===== config.mk =====
export PLATFORM = sky130hd
export DESIGN_NAME = matrix_multiply_param
export DESIGN_NICKNAME = d
export VERILOG_FILES = /design/src/rtl/matmul_pkg.sv /design/src/rtl/mac_unit.sv /design/src/rtl/matrix_multiply_param.sv
export SDC_FILE = /design/constraint.sdc
export NUM_CORES = 1
export LEC_CHECK = 0
export CORE_MARGIN = 3
export CORE_UTILIZATION = 54
export DETAILED_ROUTE_END_ITERATION = 8
export GPL_TIMING_DRIVEN = 0
export PLACE_DENSITY = 0.81
export RECOVER_POWER = 100
export SYNTH_ARGS = -nofsm -noshare
export SYNTH_HDL_FRONTEND = slang
export SYNTH_HIERARCHICAL = 1
export SYNTH_SLANG_ARGS = --single-unit

===== constraint.sdc =====
create_clock -name clk -period 8.42 [get_ports clk]
set_input_delay 0.842 -clock clk [delete_from_list [all_inputs] [get_ports clk]]
set_output_delay 0.842 -clock clk [all_outputs]
set_load 0.01 [all_outputs]

===== src/rtl/matmul_pkg.sv =====
// -----------------------------------------------------------------------------
// matmul_pkg
// Shared definitions for the parametrised matrix multiplier:
//   - state_e  : FSM state encoding (IDLE=0, COMPUTE=1, DONE=2; 3 is illegal)
//   - clog2    : ceiling log2 usable in constant expressions
//   - calc_rw  : result element width, 2*W + clog2(N)
// -----------------------------------------------------------------------------
package matmul_pkg;

    typedef enum logic [1:0] {
        ST_IDLE    = 2'd0,
        ST_COMPUTE = 2'd1,
        ST_DONE    = 2'd2
    } state_e;

    // Smallest r such that 2**r >= value (0 for value <= 1).
    function automatic int clog2(input int value);
        int res;
        int pow;
        res = 32'sd0;
        pow = 32'sd1;
        for (int i = 0; i < 31; i++) begin
            if (pow < value) begin
                res = res + 32'sd1;
                pow = pow * 32'sd2;
            end
        end
        return res;
    endfunction

    // A full dot product of N terms of W x W bits fits in 2W + clog2(N) bits,
    // in both the unsigned and the two's-complement interpretation.
    function automatic int calc_rw(input int n, input int w);
        return (32'sd2 * w) + clog2(n);
    endfunction

endpackage


===== src/rtl/mac_unit.sv =====
// -----------------------------------------------------------------------------
// mac_unit
// Combinational multiply-accumulate slice: sum_o = acc_i + ext(a_i) * ext(b_i).
// Operands are zero- or sign-extended to RW bits depending on SIGNED. The
// accumulator register lives in the parent.
//   a_i, b_i : W-bit operands
//   acc_i    : RW-bit running sum
//   sum_o    : RW-bit updated sum
// -----------------------------------------------------------------------------
module mac_unit #(
    parameter int W      = 3,
    parameter int RW     = 8,
    parameter int SIGNED = 0
) (
    input  logic [W-1:0]  a_i,
    input  logic [W-1:0]  b_i,
    input  logic [RW-1:0] acc_i,
    output logic [RW-1:0] sum_o
);

    logic [RW-1:0] a_ext_s;
    logic [RW-1:0] b_ext_s;
    logic [RW-1:0] prod_s;

    if (SIGNED != 0) begin : g_sext
        assign a_ext_s = {{(RW-W){a_i[W-1]}}, a_i};
        assign b_ext_s = {{(RW-W){b_i[W-1]}}, b_i};
    end else begin : g_zext
        assign a_ext_s = {{(RW-W){1'b0}}, a_i};
        assign b_ext_s = {{(RW-W){1'b0}}, b_i};
    end

    // The low RW bits of a product are identical for signed and unsigned
    // operands once both are extended to RW bits, so one multiplier serves both.
    assign prod_s = a_ext_s * b_ext_s;
    assign sum_o  = acc_i + prod_s;

endmodule


===== src/rtl/matrix_multiply_param.sv =====
// -----------------------------------------------------------------------------
// matrix_multiply_param
// N x N integer matrix multiplier, C = A * B, using one time-multiplexed MAC
// (one product per cycle, N^3 cycles per operation).
//   clk, rst_n           : clock, synchronous active-low reset
//   in_valid / in_ready  : operand handshake; mat_a, mat_b captured on accept
//   mat_a, mat_b         : packed N*N*W operands, element (r,c) at (r*N+c)*W
//   out_valid / out_ready: result handshake; result held under back-pressure
//   result               : packed N*N*RW product, element (r,c) at (r*N+c)*RW
//   busy                 : high while computing
//   state                : FSM state for debug
// -----------------------------------------------------------------------------
module matrix_multiply_param
    import matmul_pkg::*;
#(
    parameter  int N      = 3,
    parameter  int W      = 3,
    parameter  int SIGNED = 0,
    localparam int RW     = calc_rw(N, W)
) (
    input  logic              clk,
    input  logic              rst_n,
    input  logic              in_valid,
    output logic              in_ready,
    input  logic [N*N*W-1:0]  mat_a,
    input  logic [N*N*W-1:0]  mat_b,
    output logic              out_valid,
    input  logic              out_ready,
    output logic [N*N*RW-1:0] result,
    output logic              busy,
    output logic [1:0]        state
);

    localparam int            CW   = (clog2(N) < 1) ? 1 : clog2(N);
    localparam logic [CW-1:0] LAST = CW'(N - 1);
    localparam logic [CW-1:0] ONE  = CW'(32'd1);

    state_e              state_q;
    logic                in_ready_q;
    logic                out_valid_q;
    logic                busy_q;
    logic [N*N*W-1:0]    a_q;
    logic [N*N*W-1:0]    b_q;
    logic [N*N*RW-1:0]   c_mat_q;
    logic [RW-1:0]       acc_q;
    logic [RW-1:0]       acc_d;
    logic [CW-1:0]       row_q;
    logic [CW-1:0]       col_q;
    logic [CW-1:0]       k_q;
    logic [W-1:0]        a_op_s;
    logic [W-1:0]        b_op_s;

    // Operand fetch: A[row][k] and B[k][col] from the captured matrices.
    always_comb begin
        a_op_s = a_q[(int'(row_q) * N + int'(k_q)) * W +: W];
        b_op_s = b_q[(int'(k_q) * N + int'(col_q)) * W +: W];
    end

    mac_unit #(
        .W      (W),
        .RW     (RW),
        .SIGNED (SIGNED)
    ) u_mac (
        .a_i   (a_op_s),
        .b_i   (b_op_s),
        .acc_i (acc_q),
        .sum_o (acc_d)
    );

    // FSM, counters, operand/result registers and registered handshake flags.
    always_ff @(posedge clk) begin
        if (!rst_n) begin
            state_q     <= ST_IDLE;
            in_ready_q  <= 1'b0;
            out_valid_q <= 1'b0;
            busy_q      <= 1'b0;
            a_q         <= '0;
            b_q         <= '0;
            c_mat_q     <= '0;
            acc_q       <= '0;
            row_q       <= '0;
            col_q       <= '0;
            k_q         <= '0;
        end else begin
            case (state_q)
                ST_IDLE: begin
                    if (in_valid && in_ready_q) begin
                        a_q        <= mat_a;
                        b_q        <= mat_b;
                        acc_q      <= '0;
                        row_q      <= '0;
                        col_q      <= '0;
                        k_q        <= '0;
                        state_q    <= ST_COMPUTE;
                        in_ready_q <= 1'b0;
                        busy_q     <= 1'b1;
                    end else begin
                        in_ready_q <= 1'b1;
                    end
                end
                ST_COMPUTE: begin
                    if (k_q == LAST) begin
                        // Last term of the dot product: store it, restart acc.
                        c_mat_q[(int'(row_q) * N + int'(col_q)) * RW +: RW] <= acc_d;
                        acc_q <= '0;
                        k_q   <= '0;
                        if (col_q == LAST) begin
                            col_q <= '0;
                            if (row_q == LAST) begin
                                row_q       <= '0;
                                state_q     <= ST_DONE;
                                busy_q      <= 1'b0;
                                out_valid_q <= 1'b1;
                            end else begin
                                row_q <= row_q + ONE;
                            end
                        end else begin
                            col_q <= col_q + ONE;
                        end
                    end else begin
                        acc_q <= acc_d;
                        k_q   <= k_q + ONE;
                    end
                end
                ST_DONE: begin
                    if (out_ready) begin
                        state_q     <= ST_IDLE;
                        out_valid_q <= 1'b0;
                        in_ready_q  <= 1'b1;
                    end else begin
                        out_valid_q <= 1'b1;
                    end
                end
                default: begin
                    // Illegal encoding: recover to IDLE without presenting data.
                    state_q     <= ST_IDLE;
                    in_ready_q  <= 1'b1;
                    out_valid_q <= 1'b0;
                    busy_q      <= 1'b0;
                end
            endcase
        end
    end

    assign in_ready  = in_ready_q;
    assign out_valid = out_valid_q;
    assign busy      = busy_q;
    assign result    = c_mat_q;
    assign state     = state_q;

endmodule


==> results.txt <==
- Post-route DRC: 0
- Net count after synthesis: 973
- The run finished with clean final reports.
- Worst Path Arrival: 7.78 ns
* Final Total Pwr: 1894 uW
- The analysis attributes to cell leakage a power of 0.004090 uW.
* Compound-Gate Fraction of Synth Area: 13.41%
- Clock skew after layout: 0.01740 ns
- Post-synthesis share of cell area spent on xor and xnor gates: 1.939%
* Count of synthesis-stage warnings from yosys: 6
- Setup repair after global routing left no endpoint under its margin.
- 0 antenna diodes ended up in the layout.
- Leading area contributor after synthesis: sky130_fd_sc_hd__dfxtp_1
- For the pin with the worst max-slew slack, the measured transition is 1.087 ns.
- Total routed wirelength: 19650 um
* Max H-tree Level: 4
- Total number of vias: 6833
* Largest net degree at the start of global routing: 17
- Height of the die: 126.8 um
- Biggest fanout along the worst timing path: 10
- Number of clock buffers inserted by TritonCTS: 17
- The portion of synthesized area spent on multiplexers is 16.46%.
- Rows: 43
* Remaining number of nets flagged by the antenna check after routing: 0
* Die ar.: 16070 sq um
- Count of hold buffers inserted by post-cts repair: 0
- Counting distinct cell types in the post-synthesis netlist gives 68.
* Aggregate negative setup slack: 0 ns
- The first global-routing pass estimated 32730 um of wire.
- Achievable Freq: 0.1346 GHz
- On the worst path, the slowest cell contributes a delay of 0.61 ns.
* Proportion of synthesized flip-flops having asynchronous set or reset: 0%
- Minimum clock period: 7.429 ns
- In the finished design, the share of the clock period the worst path needs comes to 88.23%.
* Clock latency on the worst-skew pair: 0.44 ns
* Peak ir drop on the vdd network: 154.7 uV
- Cells fill 71.16% of the core in the end.
- TritonCTS clock tree: done
- The detailed router finished its first iteration with 487 violations.
- The tightest min-delay check is of the register to register type.
- The area growth from synthesis to layout is 27.40%.
- Total of cells resized after clock tree synthesis: 0
* Wire per inst: 16.19 um
* Total iterations of the first detailed-routing run: 5
- By startpoint and endpoint, the worst setup path is classified as register to register.
- Input/output buffers: 133
- Via/cell ratio: 5.629
- Summed over all nets, the half-perimeter wirelength after detailed placement is 14720 um.
* Share of synthesized area occupied by flip-flops and latches: 36.87%
- For this run, the post-layout net count is 1125.
- Effective utilization at floorplan: 55.86%
- Clock-pin slew was measured on the worst setup and hold paths at 0.06 ns.
* Setup bufs post-CTS: 0
* Register Area: 2903 sq um
- For this run, the total global-route usage over all layers was measured as 25.14%.
- Area occupied by multi-input gates: 4646 sq um
* Filler cell count in the final layout: 1107
* Netlist area before placement: 7874 sq um
* Combinational family with the most area after synthesis: simple AND/OR/NAND/NOR gates
- Counting flops and latches in the post-synthesis netlist gives 145.
- Clock tree root buffer cell: sky130_fd_sc_hd__clkbuf_16
- For this design, the slowest cell found on the critical path is sky130_fd_sc_hd__fa_1.
* Main synth FF type: sky130_fd_sc_hd__dfxtp_1
- Max capacitance violation total: 0
* Placeable core area: 14100 sq um
- The count of pins over their slew limit is 0.
- The cell that appears most often on the critical path is sky130_fd_sc_hd__ha_1.
- Main area contributors after synthesis: sky130_fd_sc_hd__dfxtp_1, sky130_fd_sc_hd__nand2_1, sky130_fd_sc_hd__mux2i_1
* Adder and majority cell fraction of the synthesized area: 8.072%
* Number of synthesized flops with an enable pin: 0
- In the synthesized netlist, the number of instances is 869.
- Share of final-layout standard cells stronger than drive strength 1: 7.640%
- Antenna violations before repair: 0
- The floorplan step set the die width to 126.8 um.
- Of the total synthesized cell area, the portion taken by AND, OR, NAND and NOR gates is 19.12%.
- Crit end category: register
* TritonCTS Sinks: 145
- Final count of hold timing violations: 0
- Top cell type's share of synthesized area: 36.87%
- A synthesized cell averages 9.061 sq um.
- For this run the aggregate overflow at the end of global routing stands at 0.
- Required time of the worst setup path: 8.77 ns
* Final weighted congestion in routability-driven placement: 0.9225
- Number of global-route vias before repair: 6687
* CTS max path bufs: 2
- Setup violations remaining at the end of the flow were counted as 0.
* I/O pin cnt: 135
- For this design the ratio of total power to cell area is 188.8 nW/um^2.
* Final-layout worst hold slack: 0.4536 ns
- Critical Path Source Type: register
- Headroom to the max-slew limit came out at 26.77%.
==> cells in the final DEF, fill, tap and decap left out, types with 13 or more instances in the layout <==
cell                              instances
sky130_fd_sc_hd__inv_1                   27
sky130_fd_sc_hd__nor2_1                  17
sky130_fd_sc_hd__ha_1                    38
sky130_fd_sc_hd__mux2i_1                 80
sky130_fd_sc_hd__clkbuf_16               17
sky130_fd_sc_hd__mux4_2                  18
sky130_fd_sc_hd__clkbuf_1                43
sky130_fd_sc_hd__clkdlybuf4s50_1         56
sky130_fd_sc_hd__a21boi_0                74
sky130_fd_sc_hd__o21ai_0                 13
sky130_fd_sc_hd__nand3_1                 29
sky130_fd_sc_hd__a21oi_1                 13
sky130_fd_sc_hd__dfxtp_1                145
sky130_fd_sc_hd__nor2b_1                 13
sky130_fd_sc_hd__nand2_1                217
sky130_fd_sc_hd__dlygate4sd3_1           77
==> final timing paths <==
check | startpoint | slack (ns) | end | depth (start not counted)
max | row_q[0] | 0.99 | result[47] | 27
min | result[44] | 0.45 | result[44] | 2
max reg2reg | row_q[0] | 0.99 | result[47] | 27
min reg2reg | result[44] | 0.45 | result[44] | 2
==> metal layers <==
layer | up-vias | wire length (um) | track usage, %
met4 | 0 | 376 | 8.707
met5 | - | 0 | 0
met2 | 228 | 9412 | 41.44
met3 | 33 | 1052 | 4.716
met1 | 3252 | 8813 | 33.22
li1 | 3320 | - | -
==> state kept, by name, indices dropped and copies added, names as in the netlist <==
signal	cells
acc_q	8
result	72
row_q	2
in_ready	1
col_q	2
busy	1
k_q	2
a_q	27
b_q	27
state	2
out_valid	1
==> cells by family (layout without fill, tap and decap cells) <==
kind of cell	count (synthesis)	after routing
xor+xnor	15	15
compound gates	144	144
flops	145	145
buf+inv	82	247
simple gates	331	331
mux	106	106
fa+ha+maj	46	46
==> where the power goes <==
part	leakage, uW	total, uW	internal (uW)	switching, uW
clock network	0.000284	771	446	324
registers	0.00117	760	728	32.0
logic	0.00263	364	154	210
==> Yosys cell counts, drive strengths merged, types with 3 or more instances <==
cell type / n
o31a: 3
inv: 27
nor2: 19
nand2b: 5
a21o: 6
xnor2: 8
nor4b: 3
buf: 14
nor4: 5
nor3: 7
a21oi: 14
mux2: 8
and2: 7
nor2b: 13
or3: 5
dfxtp: 145
a22o: 5
a211oi: 5
fa: 8
ha: 38
o21ai: 13
clkbuf: 41
xor2: 6
and3: 3
nand2: 217
a22oi: 5
nand3: 31
mux4: 18
a21boi: 74
mux2i: 80
nor3b: 3
nand3b: 3
==> metrics by stage <==
stage / setup slack (ns) / cells / instance area [sq um]
2_1_floorplan: 2.159 / 869 / 7874
3_3_place_gp: 1.255 / 1182 / 9430
3_5_place_dp: 1.071 / 1182 / 9430
4_1_cts: 1.030 / 1214 / 10030
5_1_grt: 0.4579 / 1214 / 10030
6_report: 0.9912 / 1214 / 10030
==> worst max-delay path: cells and delay by family (launching register included) <==
kind,cells,cell delay [ns]
AOI/OAI and AO/OA,4,0.66
muxes,2,0.62
adders and majority gates,9,3.38
xor gates and xnor gates,3,0.71
buffers and inverters,5,0.75
DFF,1,0.46
and+or+nand+nor,4,0.74
==> layout make-up <==
| cell class | instances | area share, % |
|---|---|---|
| inverter | 27 | 1.010 |
| multi-input combinational | 642 | 46.31 |
| sequential | 145 | 28.94 |
| buffer | 55 | 2.233 |
| clock inverter | 14 | 1.709 |
| clock buffer | 18 | 4.278 |
| timing repair buffer | 133 | 13.27 |
| tap | 180 | 2.245 |
Note: power is estimated with default switching activity, not from simulation.
